**src/rtl/clock_mode_controller.sv**
```systemverilog
// Mode/edit controller for a 12-hour alarm clock with a background stopwatch.
// Optional build macro SNOOZE_EN adds a snooze re-ring timer to the alarm path.
module clock_mode_controller (
    input  logic       clock_sec,
    input  logic       reset,
    input  logic       btn_mode,
    input  logic       btn_inc,
    input  logic       btn_clr,
    input  logic [3:0] cur_hours,
    input  logic [5:0] cur_minutes,
    input  logic       cur_am_pm,
    input  logic       alarm_ringing,
    output logic       set_time,
    output logic [3:0] set_hour,
    output logic [5:0] set_minute,
    output logic       set_am_pm,
    output logic [3:0] alarm_hour,
    output logic [5:0] alarm_minute,
    output logic       alarm_am_pm,
    output logic       stopwatch_on,
    output logic       stopwatch_reset,
    output logic [2:0] mode,
    output logic       alarm_armed,
    output logic       alarm_out
);

    typedef enum logic [2:0] {
        RUN           = 3'd0,
        EDIT_HOUR     = 3'd1,
        EDIT_MIN      = 3'd2,
        EDIT_ALM_HOUR = 3'd3,
        EDIT_ALM_MIN  = 3'd4,
        STOPWATCH     = 3'd5
    } state_t;

    state_t     state_reg, state_next;
    logic [2:0] btn_vec, btn_prev_reg, press;
    logic       mode_press, inc_act, clr_act;
    logic       in_run, in_sw, edit_hr, edit_min, edit_alm_hr, edit_alm_min;

    logic       set_time_reg, stopwatch_reset_reg, stopwatch_on_reg;
    logic [3:0] set_hour_reg, alarm_hour_reg;
    logic [5:0] set_minute_reg, alarm_minute_reg;
    logic       set_am_pm_reg, alarm_am_pm_reg;
    logic       alarm_armed_reg, alarm_armed_next;
    logic       silenced_reg, silenced_next;
    logic       alarm_out_reg, alarm_out_next;
    logic       silence_press, snooze_force;

    function automatic logic [3:0] next_hour(input logic [3:0] h);
        return (h == 4'd12) ? 4'd1 : h + 4'd1;
    endfunction

    function automatic logic [5:0] next_minute(input logic [5:0] m);
        return (m >= 6'd59) ? 6'd0 : m + 6'd1;
    endfunction

    // Rising-edge press detect, one lane per button: {clr, inc, mode}
    assign btn_vec = {btn_clr, btn_inc, btn_mode};
    generate
        for (genvar gi = 0; gi < 3; gi++) begin : g_press
            assign press[gi] = btn_vec[gi] & ~btn_prev_reg[gi];
        end
    endgenerate

    assign mode_press = press[0];
    assign inc_act    = press[1] & ~mode_press;
    assign clr_act    = press[2] & ~mode_press;

    always_ff @(posedge clock_sec or posedge reset) begin
        if (reset) state_reg <= RUN;
        else       state_reg <= state_next;
    end

    always_comb begin
        state_next = state_reg;
        if (mode_press) begin
            case (state_reg)
                RUN:           state_next = EDIT_HOUR;
                EDIT_HOUR:     state_next = EDIT_MIN;
                EDIT_MIN:      state_next = EDIT_ALM_HOUR;
                EDIT_ALM_HOUR: state_next = EDIT_ALM_MIN;
                EDIT_ALM_MIN:  state_next = STOPWATCH;
                default:       state_next = RUN;
            endcase
        end
    end

    always_comb begin
        mode         = state_reg;
        in_run       = (state_reg == RUN);
        in_sw        = (state_reg == STOPWATCH);
        edit_hr      = (state_reg == EDIT_HOUR);
        edit_min     = (state_reg == EDIT_MIN);
        edit_alm_hr  = (state_reg == EDIT_ALM_HOUR);
        edit_alm_min = (state_reg == EDIT_ALM_MIN);
    end

    assign silence_press = in_run & inc_act & alarm_out_reg;

`ifdef SNOOZE_EN
    logic [8:0] snooze_cnt_reg, snooze_cnt_next;
    logic [5:0] ring_cnt_reg, ring_cnt_next;
    logic       snooze_wait_reg, snooze_wait_next;
    logic       snooze_ring_reg, snooze_ring_next;

    // Wait 300 cycles after a silence press, then force the buzzer for up to 60 cycles
    always_comb begin
        snooze_cnt_next  = snooze_cnt_reg;
        ring_cnt_next    = ring_cnt_reg;
        snooze_wait_next = snooze_wait_reg;
        snooze_ring_next = snooze_ring_reg;
        if (silence_press) begin
            snooze_wait_next = 1'b1;
            snooze_ring_next = 1'b0;
            snooze_cnt_next  = 9'd299;
        end else if (clr_act) begin
            snooze_wait_next = 1'b0;
            snooze_ring_next = 1'b0;
        end else if (snooze_wait_reg) begin
            if (snooze_cnt_reg == 9'd0) begin
                snooze_wait_next = 1'b0;
                snooze_ring_next = 1'b1;
                ring_cnt_next    = 6'd0;
            end else begin
                snooze_cnt_next = snooze_cnt_reg - 9'd1;
            end
        end else if (snooze_ring_reg) begin
            if (inc_act || ring_cnt_reg == 6'd59) snooze_ring_next = 1'b0;
            else                                  ring_cnt_next = ring_cnt_reg + 6'd1;
        end
    end

    always_ff @(posedge clock_sec or posedge reset) begin
        if (reset) begin
            snooze_cnt_reg  <= 9'd0;
            ring_cnt_reg    <= 6'd0;
            snooze_wait_reg <= 1'b0;
            snooze_ring_reg <= 1'b0;
        end else begin
            snooze_cnt_reg  <= snooze_cnt_next;
            ring_cnt_reg    <= ring_cnt_next;
            snooze_wait_reg <= snooze_wait_next;
            snooze_ring_reg <= snooze_ring_next;
        end
    end

    assign snooze_force = snooze_ring_next;
`else
    assign snooze_force = 1'b0;
`endif

    // Gate on post-edge arm/silence state so a silence press drops the buzzer at once
    always_comb begin
        alarm_armed_next = alarm_armed_reg ^ (in_run & clr_act);
        silenced_next    = silenced_reg;
        if (!alarm_ringing)     silenced_next = 1'b0;
        else if (silence_press) silenced_next = 1'b1;
        alarm_out_next = (alarm_ringing & alarm_armed_next & ~silenced_next) | snooze_force;
    end

    always_ff @(posedge clock_sec or posedge reset) begin
        if (reset) begin
            btn_prev_reg        <= 3'b000;
            set_time_reg        <= 1'b0;
            stopwatch_reset_reg <= 1'b0;
            stopwatch_on_reg    <= 1'b0;
            set_hour_reg        <= 4'd12;
            set_minute_reg      <= 6'd0;
            set_am_pm_reg       <= 1'b0;
            alarm_hour_reg      <= 4'd12;
            alarm_minute_reg    <= 6'd0;
            alarm_am_pm_reg     <= 1'b0;
            alarm_armed_reg     <= 1'b0;
            silenced_reg        <= 1'b0;
            alarm_out_reg       <= 1'b0;
        end else begin
            btn_prev_reg        <= btn_vec;
            set_time_reg        <= edit_min & mode_press;
            stopwatch_reset_reg <= in_sw & clr_act;
            alarm_armed_reg     <= alarm_armed_next;
            silenced_reg        <= silenced_next;
            alarm_out_reg       <= alarm_out_next;

            if (in_run && mode_press) begin
                set_hour_reg   <= cur_hours;
                set_minute_reg <= cur_minutes;
                set_am_pm_reg  <= cur_am_pm;
            end
            if (edit_hr && inc_act) begin
                set_hour_reg <= next_hour(set_hour_reg);
                if (set_hour_reg == 4'd11) set_am_pm_reg <= ~set_am_pm_reg;
            end
            if (edit_min && inc_act) set_minute_reg <= next_minute(set_minute_reg);
            if ((edit_hr || edit_min) && clr_act) set_minute_reg <= 6'd0;

            if (edit_alm_hr && inc_act) begin
                alarm_hour_reg <= next_hour(alarm_hour_reg);
                if (alarm_hour_reg == 4'd11) alarm_am_pm_reg <= ~alarm_am_pm_reg;
            end
            if (edit_alm_min && inc_act) alarm_minute_reg <= next_minute(alarm_minute_reg);
            if ((edit_alm_hr || edit_alm_min) && clr_act) alarm_minute_reg <= 6'd0;

            if (in_sw && clr_act)      stopwatch_on_reg <= 1'b0;
            else if (in_sw && inc_act) stopwatch_on_reg <= ~stopwatch_on_reg;
        end
    end

    assign set_time        = set_time_reg;
    assign set_hour        = set_hour_reg;
    assign set_minute      = set_minute_reg;
    assign set_am_pm       = set_am_pm_reg;
    assign alarm_hour      = alarm_hour_reg;
    assign alarm_minute    = alarm_minute_reg;
    assign alarm_am_pm     = alarm_am_pm_reg;
    assign stopwatch_on    = stopwatch_on_reg;
    assign stopwatch_reset = stopwatch_reset_reg;
    assign alarm_armed     = alarm_armed_reg;
    assign alarm_out       = alarm_out_reg;

endmodule

```
**config.mk**
```make
export PLATFORM = sky130hd
export DESIGN_NAME = clock_mode_controller
export DESIGN_NICKNAME = d
export VERILOG_FILES = /design/src/rtl/clock_mode_controller.sv
export SDC_FILE = /design/constraint.sdc
export NUM_CORES = 1
export LEC_CHECK = 0
export BUFFER_PORTS_ARGS = -buffer_cell sky130_fd_sc_hd__clkbuf_2
export CAP_MARGIN = 20
export CORE_AREA = 2 2 62 64
export DETAILED_ROUTE_END_ITERATION = 8
export DIE_AREA = 0 0 64 66
export PLACE_DENSITY = 0.79
export SLEW_MARGIN = 10
export SYNTH_ARGS = -nofsm -noshare
export SYNTH_HDL_FRONTEND = slang
export SYNTH_SLANG_ARGS = --single-unit
```
**constraint.sdc**
```tcl
create_clock -name clock_sec -period 2.9 [get_ports clock_sec]
set_clock_uncertainty 0.15 [all_clocks]
set_input_delay 0.29 -clock clock_sec [delete_from_list [all_inputs] [get_ports clock_sec]]
set_output_delay 0.29 -clock clock_sec [all_outputs]
set_load 0.03 [all_outputs]
```
# Word level (Yosys, flattened, before mapping)
# Index checks and enable logic that the tools add are counted.
# classes
n_mux	19
magnitude_cmp	2
n_bitwise	21
n_reduce_logical	17
addsub	4
n_eq_ne	9
# ops
op	count
$mux 6	7
$eq 4x4->1 const B	4
$mux 4	4
$pmux 3 s5	1
$add 6x1->6 const B	2
$and 1x1->1	12
$ge 6x6->1 const B	2
$logic_and 1x1->1	9
$add 4x1->4 const B	2
$not 1->1	8
$mux 1	7
$eq 3x2->1 const B	2
$eq 3x3->1 const B	2
$reduce_bool 2->1	3
$eq 3x1->1 const B	1
$logic_not 3->1	1
$reduce_bool 3->1	1
$logic_or 1x1->1	2
$reduce_and 2->1	1
$xor 1x1->1	1
# word_totals
ff_bits	34

# Depth between registers and ports, before layout
# logic_depth
ltp_word	10
depth_mapped	7

# Worst setup path before layout
# OpenSTA, ideal clock, no wires.
# synth_timing
kind	register to register
from	register state_reg[2] (netlist: mode[2])
to	register set_hour_reg[3] (netlist: set_hour[3])
arrival_time_ps	1855
path_slack_ps	825
period_less_slack_ps	2075
stages_incl_launch_ff	8
setup_ps	70
cell_sequence	dfrtp_1 > buf_6 > or3b_4 > or3_1 > buf_6 > nor4_4 > a21oi_1 > o21ai_2
# synth_between
elab_chain_len	3
# synth_rtl
element	line	rtl
start, declared	36	state_t state_reg, state_next;
start signal, assigned	72	else state_reg <= state_next;
$eq 3x1->1 / $logic_not 3->1 (equally long branches)	93, 91	
$logic_and 1x1->1 (on tied branches)	190, 185	
$mux 4 / $reduce_bool 2->1 (equally long branches)	--	
end signal, assigned	186	set_hour_reg <= cur_hours;
end signal, assigned	191	set_hour_reg <= next_hour(set_hour_reg);
end, declared	42	logic [3:0] set_hour_reg, alarm_hour_reg;
# Several ways; a longest one is shown, not always the timed one.
# A chain may end at the register's enable or synchronous reset.

# Worst setup path in the final report
# layout_timing
from	input btn_mode
to	register set_minute_reg[4] (netlist: set_minute[4])
# layout_between
elab_chain_len	6
# layout_rtl
element	line	rtl
start, declared	6	input logic btn_mode,
$and 1x1->1 (*)	62	assign press[gi] = btn_vec[gi] & ~btn_prev_reg[gi];
$not 1->1	67, 68	
$and 1x1->1	67	assign inc_act = press[1] & ~mode_press;
$logic_and 1x1->1	194	if (edit_min && inc_act) set_minute_reg <= next_minute(set_minute_reg);
$mux 6	194	
$mux 6	195	if ((edit_hr || edit_min) && clr_act) set_minute_reg <= 6'd0;
end signal, assigned	187	set_minute_reg <= cur_minutes;
end signal, assigned	194	
end, declared	43	logic [5:0] set_minute_reg, alarm_minute_reg;
# Mark *: on every way between the ends. The rest lies on a longest branch, timed or not.

==> run_results.csv <==
group,metric,value,unit
floorplan,initial_core_util,52.6,%
finish,final_util,63.1,%
yosys,synthArstFlopShare,100,%
placement,gp_congestion,0.869,
yosys,synth_nets,228,
sta,fmax,0.421,GHz
routing,vias,1692,
clocking,cts_resized,0,
floorplan,die_area,4220,µm²
clocking,cts.htree.levels,2,
setup_path,critPathKind,"in2reg",
placement,io_buffers,46,
yosys,ys_ff_latch,34,
clocking,hold_buffers,4,
setup_path,worstSetupEndpointType,"register",
yosys,synth_cell_type_count,44,
routing,wl_per_cell,12.7,µm
sta,tightest_slew,0.708,ns
pwr,total_power,2.07,mW
global_route,grtUsageTotal,20.6,%
setup_path,critPathSlowestCell,"nor4_1",
finish,seq_area,856,µm²
routing,drt_wl_total,3880,µm
finish,drive_gt1_share,25.3,%
routing,drc,0,
setup_path,path_cells,"dlygate4sd3_1 -> clkbuf_2 -> nor2b_1 -> nor2_1 -> nor4_1 -> a21oi_1 -> o22ai_1",
placement,preCtsSetupSlack,0.730,ns
routing,drtAntennaViolNets,0,
setup_path,start_kind,"primary input",
flow_run,timing.max_cap.violations,0,
clocking,path_clk_slew,0.10,ns
setup_path,cp.required,3.01,ns
sta,rsz0062_at_grt,"false",
clocking,cts_buffers,5,
sta,setup_viol,0,
hold_path,hold_class,"in2reg",
pwr,p_per_area,922,nW/µm²
clocking,clk_latency,0.34,ns
yosys,netlist_area,1870,µm²
routing,viasPerCell,5.55,
clocking,cts_sinks,34,
clocking,cts_setup_buffers,0,
yosys,synthFlopType,"dfrtp_1",
status,outcome,"finished, final reports clean",
sta,fin_crit,2.38,ns
floorplan,die_x,64,µm
routing,drt_iter0_markers,57,
floorplan,pin_count,47,
setup_path,cpPeakStageDelay,0.56,ns
sta,slew_violations,0,
global_route,overflow,0,
finish,area.growth.synth_to_final,19.9,%
clocking,root_buffer,"clkbuf_4",
clocking,cts_tree,"done",
global_route,grt_max_degree,19,
global_route,grt_pass1_wl,6740,µm
yosys,synth_edf_count,0,
global_route,grt_pass1_vias,1498,
yosys,avgSynthCellArea,9.12,µm²
sta,setup_tns,0,ns
pwr,leakage,1.07,nW
floorplan,die_h,66,µm
sta,layout_worst_path_cycle_share,82.0,%
sta,hold_violations,0,
yosys,ys_seq_area_share,45.8,%
sta,relSlewSlack,52.8,%
finish,multi_input_area,927,µm²
clocking,cts.path.max_buffers,2,
placement,dp_hpwl,2810,µm
floorplan,num_rows,22,
sta,worst_slack,0.522,ns
finish,nFillCells,307,
finish,diodes,0,
setup_path,arrival,2.49,ns
routing,dr.pass1.iters,4,
global_route,antenna_found_initial,0,
yosys,postSynthCellCount,205,
floorplan,coreArea,3550,µm²
finish,nets,279,
yosys,synth_warnings,0,
pwr,vdd_ir_drop_max,0.000412,V
setup_path,path_max_fanout,9,
-- path summary, 6_finish.rpt --
path | end | depth (start not counted) | slack, ns | start
worst min-delay path | silenced_reg | 2 | 0.03 | alarm_ringing
min in group asynchronous | stopwatch_reset | 3 | 0.41 | reset
worst min register to register | alarm_armed | 1 | 0.35 | alarm_armed
worst max register to register | set_hour[3] | 5 | 0.72 | mode[0]
max in group asynchronous | alarm_hour[3] | 4 | 1.45 | reset
worst max-delay path | set_minute[4] | 7 | 0.52 | btn_mode
-- per-layer routing --
layer	wire, µm	vias up	GRT usage (%)
li1	-	841	-
met1	1880	787	28.1
met2	1720	57	32.0
met3	231	7	5.79
met4	51	0	5.71
met5	0	-	0
-- critical path: cells and delay by family --
family                 cells  cell delay (ns)
AND/OR/NAND/NOR            3             1.27
AO/OA/AOI/OAI              2             0.29
buffers and inverters      2             0.64
-- cell families (layout without fill, tap and decap cells) --
| logic type | after synthesis | in the layout | share of synthesized area (%) |
|---|---|---|---|
| adders and majority gates | 6 | 6 | 4.02 |
| and+or+nand+nor | 81 | 81 | 23.6 |
| muxes | 5 | 5 | 2.74 |
| AOI/OAI and AO/OA | 59 | 59 | 18.3 |
| xor gates and xnor gates | 2 | 2 | 0.937 |
| DFF | 34 | 34 | 45.8 |
| buffers and inverters | 18 | 70 | 4.62 |
-- cell usage in the layout (no fill, tap or decap), types with 6 or more instances in the layout --
cell type / instances
a31oi_1: 6
clkbuf_2: 46
dfrtp_1: 30
o21ai_0: 17
nor2_1: 17
ha_1: 6
nand3_1: 11
nor3_1: 6
inv_1: 11
nand2_1: 21
a21oi_1: 20
-- area by class of cell --
cell class	instances	area share, %
inverters	11	1.84
well taps	48	2.68
multi-input cells	153	41.4
flip-flops and latches	34	38.2
repair buffers	51	12.4
clock buffers	8	3.52
-- synthesized netlist by cell type (2+ instances only) --
cell	n	area (µm²)
buf_2	3	15.0
nand2_1	21	78.8
nor2_1	17	63.8
a21oi_1	20	100
and3_1	2	12.5
a31oi_1	6	37.5
inv_1	11	41.3
nor3_1	6	30.0
o22ai_1	5	31.3
clkbuf_1	2	7.51
xnor2_1	2	17.5
o21ai_0	17	85.1
ha_1	6	75.1
dfrtp_1	30	751
buf_6	2	22.5
nand2b_1	5	31.3
dfstp_2	4	105
nor2b_1	4	25.0
nand3b_1	3	22.5
nand3_1	11	55.1
mux2i_1	4	40.0
nor4_1	2	12.5
-- where the power goes --
group	total (mW)	leakage, nW	switching (mW)	internal, mW
registers	0.841	0.426	0.209	0.632
logic	0.899	0.597	0.600	0.299
clock network	0.327	0.0446	0.162	0.166
total	2.07	1.07	0.970	1.10
-- metrics by stage --
step	instance area, µm²	cells	hold slack [ns]
after floorplan	1870	205	0.171
after global placement	2120	293	0.245
after detailed placement	2120	293	0.251
after CTS	2240	305	0.0257
after global routing	2240	305	0.0356
final	2240	305	0.0332
Power figures use the tool's default switching activity.
